### src/rtl/limbus_i2s_pkg.sv
// -----------------------------------------------------------------------------
// limbus_i2s_pkg
// Shared types and constants for the acortex I2S master transmitter:
//   - tx_state_e    : transmitter FSM encoding (IDLE, RUN, DRAIN)
//   - FRAME_SLOTS   : BCLK periods per stereo frame at the default sample width
//   - LRCK_LEFT/RIGHT : word-select encoding (0 = left, 1 = right)
//   - lrck_for_slot : word-select level for a slot. It is right-channel one slot
//                     early, so that LRCK leads the MSB by one BCLK.
// -----------------------------------------------------------------------------
package limbus_i2s_pkg;

    typedef enum logic [1:0] {
        ST_IDLE  = 2'd0,
        ST_RUN   = 2'd1,
        ST_DRAIN = 2'd2
    } tx_state_e;

    localparam int SAMPLE_WIDTH_DEF = 16;
    localparam int FRAME_SLOTS      = 2 * SAMPLE_WIDTH_DEF;

    localparam logic LRCK_LEFT  = 1'b0;
    localparam logic LRCK_RIGHT = 1'b1;

    // Right-channel select covers slots sw-1 .. 2*sw-2. It leads the data by one BCLK.
    function automatic logic lrck_for_slot(input int slot, input int sw);
        if ((slot >= (sw - 32'sd1)) && (slot <= ((32'sd2 * sw) - 32'sd2))) begin
            lrck_for_slot = LRCK_RIGHT;
        end else begin
            lrck_for_slot = LRCK_LEFT;
        end
    endfunction

endpackage

### src/rtl/limbus_i2s_bclk_gen.sv
// -----------------------------------------------------------------------------
// limbus_i2s_bclk_gen
// Bit-clock divider for the I2S transmitter.
// The divider counts 0..BCLK_DIV-1 while run is high. At terminal count it
// wraps, and the registered bclk output toggles. While run is low, both the
// divider and bclk are held at 0. A new run therefore always starts with a
// full low half-period.
// Ports:
//   clk, reset : system clock, synchronous active-high reset
//   run        : divider enable
//   bclk       : registered bit clock
//   fall_evt   : strobe on the clk edge where bclk toggles 1 -> 0
//   rise_evt   : strobe on the clk edge where bclk toggles 0 -> 1
// -----------------------------------------------------------------------------
module limbus_i2s_bclk_gen #(
    parameter int BCLK_DIV  = 4,
    parameter int DIV_WIDTH = 8
) (
    input  logic clk,
    input  logic reset,
    input  logic run,
    output logic bclk,
    output logic fall_evt,
    output logic rise_evt
);

    localparam logic [DIV_WIDTH-1:0] DIV_LAST = DIV_WIDTH'(BCLK_DIV - 1);

    logic [DIV_WIDTH-1:0] div_q;
    logic [DIV_WIDTH-1:0] div_d;
    logic                 bclk_q;
    logic                 bclk_d;
    logic                 term_cnt;

    // Divider next-state and bclk toggle decision.
    always_comb begin
        term_cnt = run && (div_q == DIV_LAST);
        if (!run) begin
            div_d  = '0;
            bclk_d = 1'b0;
        end else if (term_cnt) begin
            div_d  = '0;
            bclk_d = ~bclk_q;
        end else begin
            div_d  = div_q + DIV_WIDTH'(1);
            bclk_d = bclk_q;
        end
    end

    // Divider and bclk registers.
    always_ff @(posedge clk) begin
        if (reset) begin
            div_q  <= '0;
            bclk_q <= 1'b0;
        end else begin
            div_q  <= div_d;
            bclk_q <= bclk_d;
        end
    end

    assign bclk     = bclk_q;
    assign fall_evt = term_cnt & bclk_q;
    assign rise_evt = term_cnt & ~bclk_q;

endmodule

### src/rtl/limbus_sys_acortex_i2s_tx.sv
// -----------------------------------------------------------------------------
// limbus_sys_acortex_i2s_tx
// This block is an Avalon-ST sink that drives an I2S master transmitter. It is
// the consumer end of the acortex timing-adaptor FIFO. One stereo word
// ([31:16] left, [15:0] right) is taken into a one-word holding register. At
// every frame start, that word moves to the shift register, and the shift
// register is sent MSB first. Data and LRCK change only on BCLK falling edges,
// and the codec samples them on the rising edge.
// Ports:
//   clk, reset      : system clock, synchronous active-high reset
//   tx_en           : transmitter enable. Dropping it finishes the current frame.
//   in_ready/in_valid/in_data : stream sink, ready latency 0
//   i2s_bclk, i2s_lrck, i2s_sdata : I2S master outputs
//   underflow       : one-clk pulse when a frame starts with no word held
//   busy            : high while frames are being generated
// Optional (macro LIMBUS_I2S_TX_UNDERFLOW_CNT_EN):
//   underflow_clr   : clears the underflow counter. It wins over an increment.
//   underflow_cnt   : saturating 16-bit count of underflow pulses
// DATA_WIDTH must equal 2*SAMPLE_WIDTH.
// -----------------------------------------------------------------------------
module limbus_sys_acortex_i2s_tx
    import limbus_i2s_pkg::*;
#(
    parameter int SAMPLE_WIDTH = 16,
    parameter int DATA_WIDTH   = 32,
    parameter int BCLK_DIV     = 4,
    parameter int DIV_WIDTH    = 8
) (
    input  logic                  clk,
    input  logic                  reset,
    input  logic                  tx_en,
    output logic                  in_ready,
    input  logic                  in_valid,
    input  logic [DATA_WIDTH-1:0] in_data,
    output logic                  i2s_bclk,
    output logic                  i2s_lrck,
    output logic                  i2s_sdata,
    output logic                  underflow,
    output logic                  busy
`ifdef LIMBUS_I2S_TX_UNDERFLOW_CNT_EN
    ,
    input  logic                  underflow_clr,
    output logic [15:0]           underflow_cnt
`endif
);

    localparam int                SLOTS     = 2 * SAMPLE_WIDTH;
    localparam int                SLOT_W    = $clog2(SLOTS);
    localparam logic [SLOT_W-1:0] SLOT_LAST = SLOT_W'(SLOTS - 1);

    tx_state_e             state_q, state_d;
    logic [DATA_WIDTH-1:0] hold_q, hold_d;
    logic                  hold_valid_q, hold_valid_d;
    logic [DATA_WIDTH-1:0] shift_q, shift_d;
    logic [SLOT_W-1:0]     slot_q, slot_d;
    logic                  lrck_q, lrck_d;
    logic                  sdata_q, sdata_d;
    logic                  underflow_q, underflow_d;
    logic                  busy_q, busy_d;

    logic                  xfer;
    logic                  hold_take;
    logic                  bclk_run;
    logic                  bclk_fall;
    // The rise strobe is not used here. The codec samples on that edge.
    logic                  bclk_rise_unused;

    assign bclk_run = (state_q != ST_IDLE);

    limbus_i2s_bclk_gen #(
        .BCLK_DIV  (BCLK_DIV),
        .DIV_WIDTH (DIV_WIDTH)
    ) u_bclk_gen (
        .clk      (clk),
        .reset    (reset),
        .run      (bclk_run),
        .bclk     (i2s_bclk),
        .fall_evt (bclk_fall),
        .rise_evt (bclk_rise_unused)
    );

    // Ready is combinational because the interface has ready latency 0. It is
    // forced low during reset.
    assign in_ready = tx_en & ~hold_valid_q & ~reset;
    assign xfer     = in_valid & in_ready;

    // FSM next-state, frame load, shift and holding-register update.
    always_comb begin
        state_d      = state_q;
        hold_d       = hold_q;
        hold_valid_d = hold_valid_q;
        shift_d      = shift_q;
        slot_d       = slot_q;
        lrck_d       = lrck_q;
        sdata_d      = sdata_q;
        underflow_d  = 1'b0;
        hold_take    = 1'b0;

        case (state_q)
            ST_IDLE: begin
                shift_d = '0;
                lrck_d  = LRCK_LEFT;
                sdata_d = 1'b0;
                if (tx_en) begin
                    // Start one slot before the frame, so the first fall loads slot 0.
                    state_d = ST_RUN;
                    slot_d  = SLOT_LAST;
                end else begin
                    state_d = ST_IDLE;
                    slot_d  = '0;
                end
            end
            ST_RUN, ST_DRAIN: begin
                if (bclk_fall) begin
                    if (slot_q == SLOT_LAST) begin
                        slot_d = '0;
                        if (state_q == ST_DRAIN) begin
                            shift_d = '0;
                        end else if (hold_valid_q) begin
                            shift_d   = hold_q;
                            hold_take = 1'b1;
                        end else begin
                            shift_d     = '0;
                            underflow_d = 1'b1;
                        end
                    end else begin
                        slot_d  = slot_q + SLOT_W'(1);
                        shift_d = {shift_q[DATA_WIDTH-2:0], 1'b0};
                    end
                    sdata_d = shift_d[DATA_WIDTH-1];
                    lrck_d  = lrck_for_slot(int'(slot_d), SAMPLE_WIDTH);
                end else begin
                    slot_d  = slot_q;
                    shift_d = shift_q;
                end

                if (state_q == ST_DRAIN) begin
                    if (bclk_fall && (slot_q == SLOT_LAST)) begin
                        state_d = ST_IDLE;
                        lrck_d  = LRCK_LEFT;
                        sdata_d = 1'b0;
                    end else begin
                        state_d = ST_DRAIN;
                    end
                end else if (!tx_en) begin
                    state_d = ST_DRAIN;
                end else begin
                    state_d = ST_RUN;
                end
            end
            default: begin
                state_d = ST_IDLE;
                shift_d = '0;
                slot_d  = '0;
                lrck_d  = LRCK_LEFT;
                sdata_d = 1'b0;
            end
        endcase

        // A capture can only happen when hold is empty, so it never collides
        // with a load that takes the held word.
        if (xfer) begin
            hold_d       = in_data;
            hold_valid_d = 1'b1;
        end else if (hold_take) begin
            hold_valid_d = 1'b0;
        end else begin
            hold_valid_d = hold_valid_q;
        end

        busy_d = (state_d != ST_IDLE);
    end

    // State, datapath and output registers.
    always_ff @(posedge clk) begin
        if (reset) begin
            state_q      <= ST_IDLE;
            hold_q       <= '0;
            hold_valid_q <= 1'b0;
            shift_q      <= '0;
            slot_q       <= '0;
            lrck_q       <= 1'b0;
            sdata_q      <= 1'b0;
            underflow_q  <= 1'b0;
            busy_q       <= 1'b0;
        end else begin
            state_q      <= state_d;
            hold_q       <= hold_d;
            hold_valid_q <= hold_valid_d;
            shift_q      <= shift_d;
            slot_q       <= slot_d;
            lrck_q       <= lrck_d;
            sdata_q      <= sdata_d;
            underflow_q  <= underflow_d;
            busy_q       <= busy_d;
        end
    end

    assign i2s_lrck  = lrck_q;
    assign i2s_sdata = sdata_q;
    assign underflow = underflow_q;
    assign busy      = busy_q;

`ifdef LIMBUS_I2S_TX_UNDERFLOW_CNT_EN
    logic [15:0] ucnt_q, ucnt_d;

    // Saturating underflow counter. A clear wins over an increment.
    always_comb begin
        if (underflow_clr) begin
            ucnt_d = 16'h0000;
        end else if (underflow_d && (ucnt_q != 16'hFFFF)) begin
            ucnt_d = ucnt_q + 16'h0001;
        end else begin
            ucnt_d = ucnt_q;
        end
    end

    // Underflow counter register.
    always_ff @(posedge clk) begin
        if (reset) begin
            ucnt_q <= 16'h0000;
        end else begin
            ucnt_q <= ucnt_d;
        end
    end

    assign underflow_cnt = ucnt_q;
`endif

endmodule
### config.mk
export PLATFORM = sky130hd
export DESIGN_NAME = limbus_sys_acortex_i2s_tx
export DESIGN_NICKNAME = d
export VERILOG_FILES = /design/src/rtl/limbus_i2s_pkg.sv /design/src/rtl/limbus_i2s_bclk_gen.sv /design/src/rtl/limbus_sys_acortex_i2s_tx.sv
export SDC_FILE = /design/constraint.sdc
export NUM_CORES = 1
export LEC_CHECK = 0
export CAP_MARGIN = 20
export CELL_PAD_IN_SITES_DETAIL_PLACEMENT = 1
export CELL_PAD_IN_SITES_GLOBAL_PLACEMENT = 1
export CORE_MARGIN = 3
export CORE_UTILIZATION = 41
export CTS_CLUSTER_DIAMETER = 120
export DETAILED_ROUTE_END_ITERATION = 10
export PLACE_DENSITY_LB_ADDON = 0.1
export SYNTH_ARGS = -nofsm -noshare
export SYNTH_HDL_FRONTEND = slang
export SYNTH_SLANG_ARGS = --single-unit
export TNS_END_PERCENT = 100
### constraint.sdc
create_clock -name clk -period 3.02 [get_ports clk]
set_clock_uncertainty 0.15 [all_clocks]
set_input_delay 0.453 -clock clk [delete_from_list [all_inputs] [get_ports clk]]
set_output_delay 0.453 -clock clk [all_outputs]
set_load 0.01 [all_outputs]
==> results.json <==
{
  "area_growth_syn_to_layout_pct": 19.3,
  "synth_common_cells": "140 x nand2_1, 84 x dfxtp_1, 35 x a21oi_1",
  "cts_made_buffers": 9,
  "coreArea_um2": 8380,
  "netlist-cell-type-count": 44,
  "fin_tns_setup_ps": 0,
  "cts_root_buffer": "clkbuf_8",
  "cp_cell_sequence": "clkdlybuf4s50_1 -> nor3b_1 -> clkdlybuf4s50_1",
  "wl_um": 8740,
  "dpl_cell_area_um2": 4110,
  "drv_slew": 0,
  "avgViaCountPerCell": 5.31,
  "reg2reg_setup_slack_ps": 460,
  "reg2reg_from": "state_q[0]",
  "cts_num_sinks": 84,
  "async_flop_share": 0,
  "critPathArrivalTime_ps": 2010,
  "avgSynthCellArea_um2": 8.25,
  "via_count": 3093,
  "hold_depth": 2,
  "power_frac_comb": 0.084,
  "start_util": 0.432,
  "yosysWarnings": 0,
  "yosysSeqAreaShare": 0.464,
  "dpl.hpwl_um": 5710,
  "synth_edf_count": 0,
  "ctsHoldBuffers": 0,
  "cts_setup_buffers": 0,
  "critical_path.most_common_cell": "clkdlybuf4s50_1",
  "ant_nets": 0,
  "post_cts_resized": 0,
  "htreeDepth": 3,
  "cp_slowest_cell": "clkdlybuf4s50_1",
  "period_needed_ps": 2620,
  "fin_nets": 516,
  "synth_largest_area_cell": "dfxtp_1",
  "cp-start-kind": "input pin",
  "cts_tree": "done",
  "outcome": "finished clean",
  "min_from": "hold_q[11]",
  "syn-instance-count": 439,
  "drive_gt1_frac": 0.0755,
  "yosys.area.top_type_share": 0.464,
  "cellLeakagePower_nw": 1.39,
  "ys_top_cells_by_area": "dfxtp_1 46%, nand2_1 15%, nand3b_1 6.8%",
  "clkPwrFrac": 0.385,
  "rows": 33,
  "drv_cap": 0,
  "crit_fanout": 4,
  "max_freq_ghz": 0.382,
  "tightest_slew_ps": 539,
  "grt_usage": 0.185,
  "insertion_delay_ps": 350,
  "relSlewSlack": 0.640,
  "p_seq_frac": 0.530,
  "synth_fp_nets": 483,
  "die_h_um": 100,
  "rsz0062_at_grt": "no",
  "n_antenna_cell": 0,
  "nFillCells": 1012,
  "grt_max_degree": 45,
  "drt_iter0_markers": 75,
  "die_area_um2": 10000,
  "final.period_utilization": 0.867,
  "path_clk_slew_ps": 80,
  "r2r-end": "shift_q[10]",
  "synth-seq-cells": 84,
  "die_w_um": 100,
  "reg2reg_depth": 7,
  "drc": 0,
  "worstPathRequired_ps": 2420,
  "yosysMostFrequentCell": "nand2_1",
  "powerDensity_nw_per_um2": 504,
  "ys.flop_type": "dfxtp_1",
  "drt_first_pass_iters": 5,
  "critPathCaptureType": "output pin",
  "ir_drop_v": 0.000206,
  "syn_area_um2": 3620,
  "critPathTopFamily": "buffers and inverters",
  "fin_area_um2": 4320,
  "port_buffers": 41,
  "grt_overflow": 0,
  "grt_pass1_wl_um": 15000,
  "timing.hold.ws_ps": 308,
  "cp_num_cells": 3,
  "swShare": 0.240,
  "antenna_found_initial": 0,
  "grt_pass1_vias": 3172,
  "p_int_mw": 1.65,
  "critical-path-max-stage-delay_ps": 620,
  "power_mw": 2.18,
  "p_sw_mw": 0.522,
  "postLayoutCoreUtil": 0.515,
  "setup_viol": 0,
  "finalHoldViolCount": 0,
  "path_class": "input pin to output pin",
  "io_pins": 42,
  "globalplace.congestion": 0.812,
  "cp_num_buf_inv": 2,
  "cts_buffer_depth": 2,
  "hold_class": "register to register",
  "routedWlPerCell_um": 15.0,
  "worstHoldEndpoint": "hold_q[11]"
}
==> worst max path at each step <==
stage,startpoint,end
6_report,tx_en,in_ready
4_1_cts,tx_en,in_ready
3_5_place_dp,tx_en,in_ready
3_3_place_gp,tx_en,in_ready
2_1_floorplan,state_q[0],slot_q[2]
5_1_grt,state_q[0],shift_q[30]
==> flip-flops by register name, summed over array words and instances, names as in the netlist <==
name              flops
slot_q                5
shift_q              31
state_q               2
i2s_sdata             1
i2s_lrck              1
hold_q               32
u_bclk_gen.div_q      8
underflow             1
busy                  1
u_bclk_gen.bclk       1
hold_valid_q          1
==> logic make-up after synthesis <==
logic type               Yosys count  synth area share
XOR/XNOR                           9            0.0218
adder cells (fa/ha/maj)            8            0.0276
multiplexers                       1           0.00276
flip-flops                        84             0.464
AND/OR/NAND/NOR                  216             0.291
buffers and inverters             36            0.0473
AO/OA/AOI/OAI                     85             0.145
==> layout by cell type, fill, tap and decap left out, drive strengths merged, types with 2 or more instances in the layout <==
cell           instances
a211o                  3
xor2                   6
nand3b                33
nor3                   3
buf                   11
xnor2                  3
and2                   2
clkinv                 3
dfxtp                 84
a31oi                 31
ha                     8
nand3                  7
nor4                   2
nor2                  12
o21bai                 2
and3                   5
nor3b                  3
nand2                140
clkbuf                11
inv                    6
a21oi                 38
nand2b                 2
clkdlybuf4s50         41
nor4b                  2
==> power by group through the flow <==
stage	Clock (mW)	Sequential [mW]	Combinational (mW)
after floorplan	0	1.17	0.109
after global placement	0	1.18	0.181
after detailed placement	0	1.18	0.185
after CTS	0.871	1.15	0.186
after global routing	0.915	1.16	0.207
final	0.839	1.15	0.184
==> cell type report <==
type / count / area (µm²) / area share
tap: 105 / 131 / 0.0304
sequential: 84 / 1680 / 0.389
timing repair buffer: 52 / 505 / 0.117
inverter: 6 / 22.5 / 0.00521
clock buffer: 11 / 151 / 0.0350
clock inverter: 5 / 60.1 / 0.0139
multi-input combinational: 319 / 1770 / 0.409
==> through the flow <==
step / setup slack [ps] / std cells
final: 403 / 582
after global routing: 268 / 582
after CTS: 408 / 582
after detailed placement: 427 / 566
after global placement: 492 / 566
after floorplan: 860 / 439
==> tightest hold or removal path, stage by stage, from the launching register on <==
cell and delay (ps):
dfxtp_1 320, nand2_1 50, a21oi_1 50
==> metal layers <==
layer / part of all wire / vias to the layer above / routed length, µm / global-route usage
met2: 0.48 / 50 / 4220 / 0.312
met1: 0.47 / 1482 / 4110 / 0.237
li1: - / 1559 / - / -
met3: 0.042 / 2 / 367 / 0.0493
met4: 0.0046 / 0 / 40 / 0.0425
met5: 0 / - / 0 / 0
No activity file was read; power rests on OpenSTA's default activity.
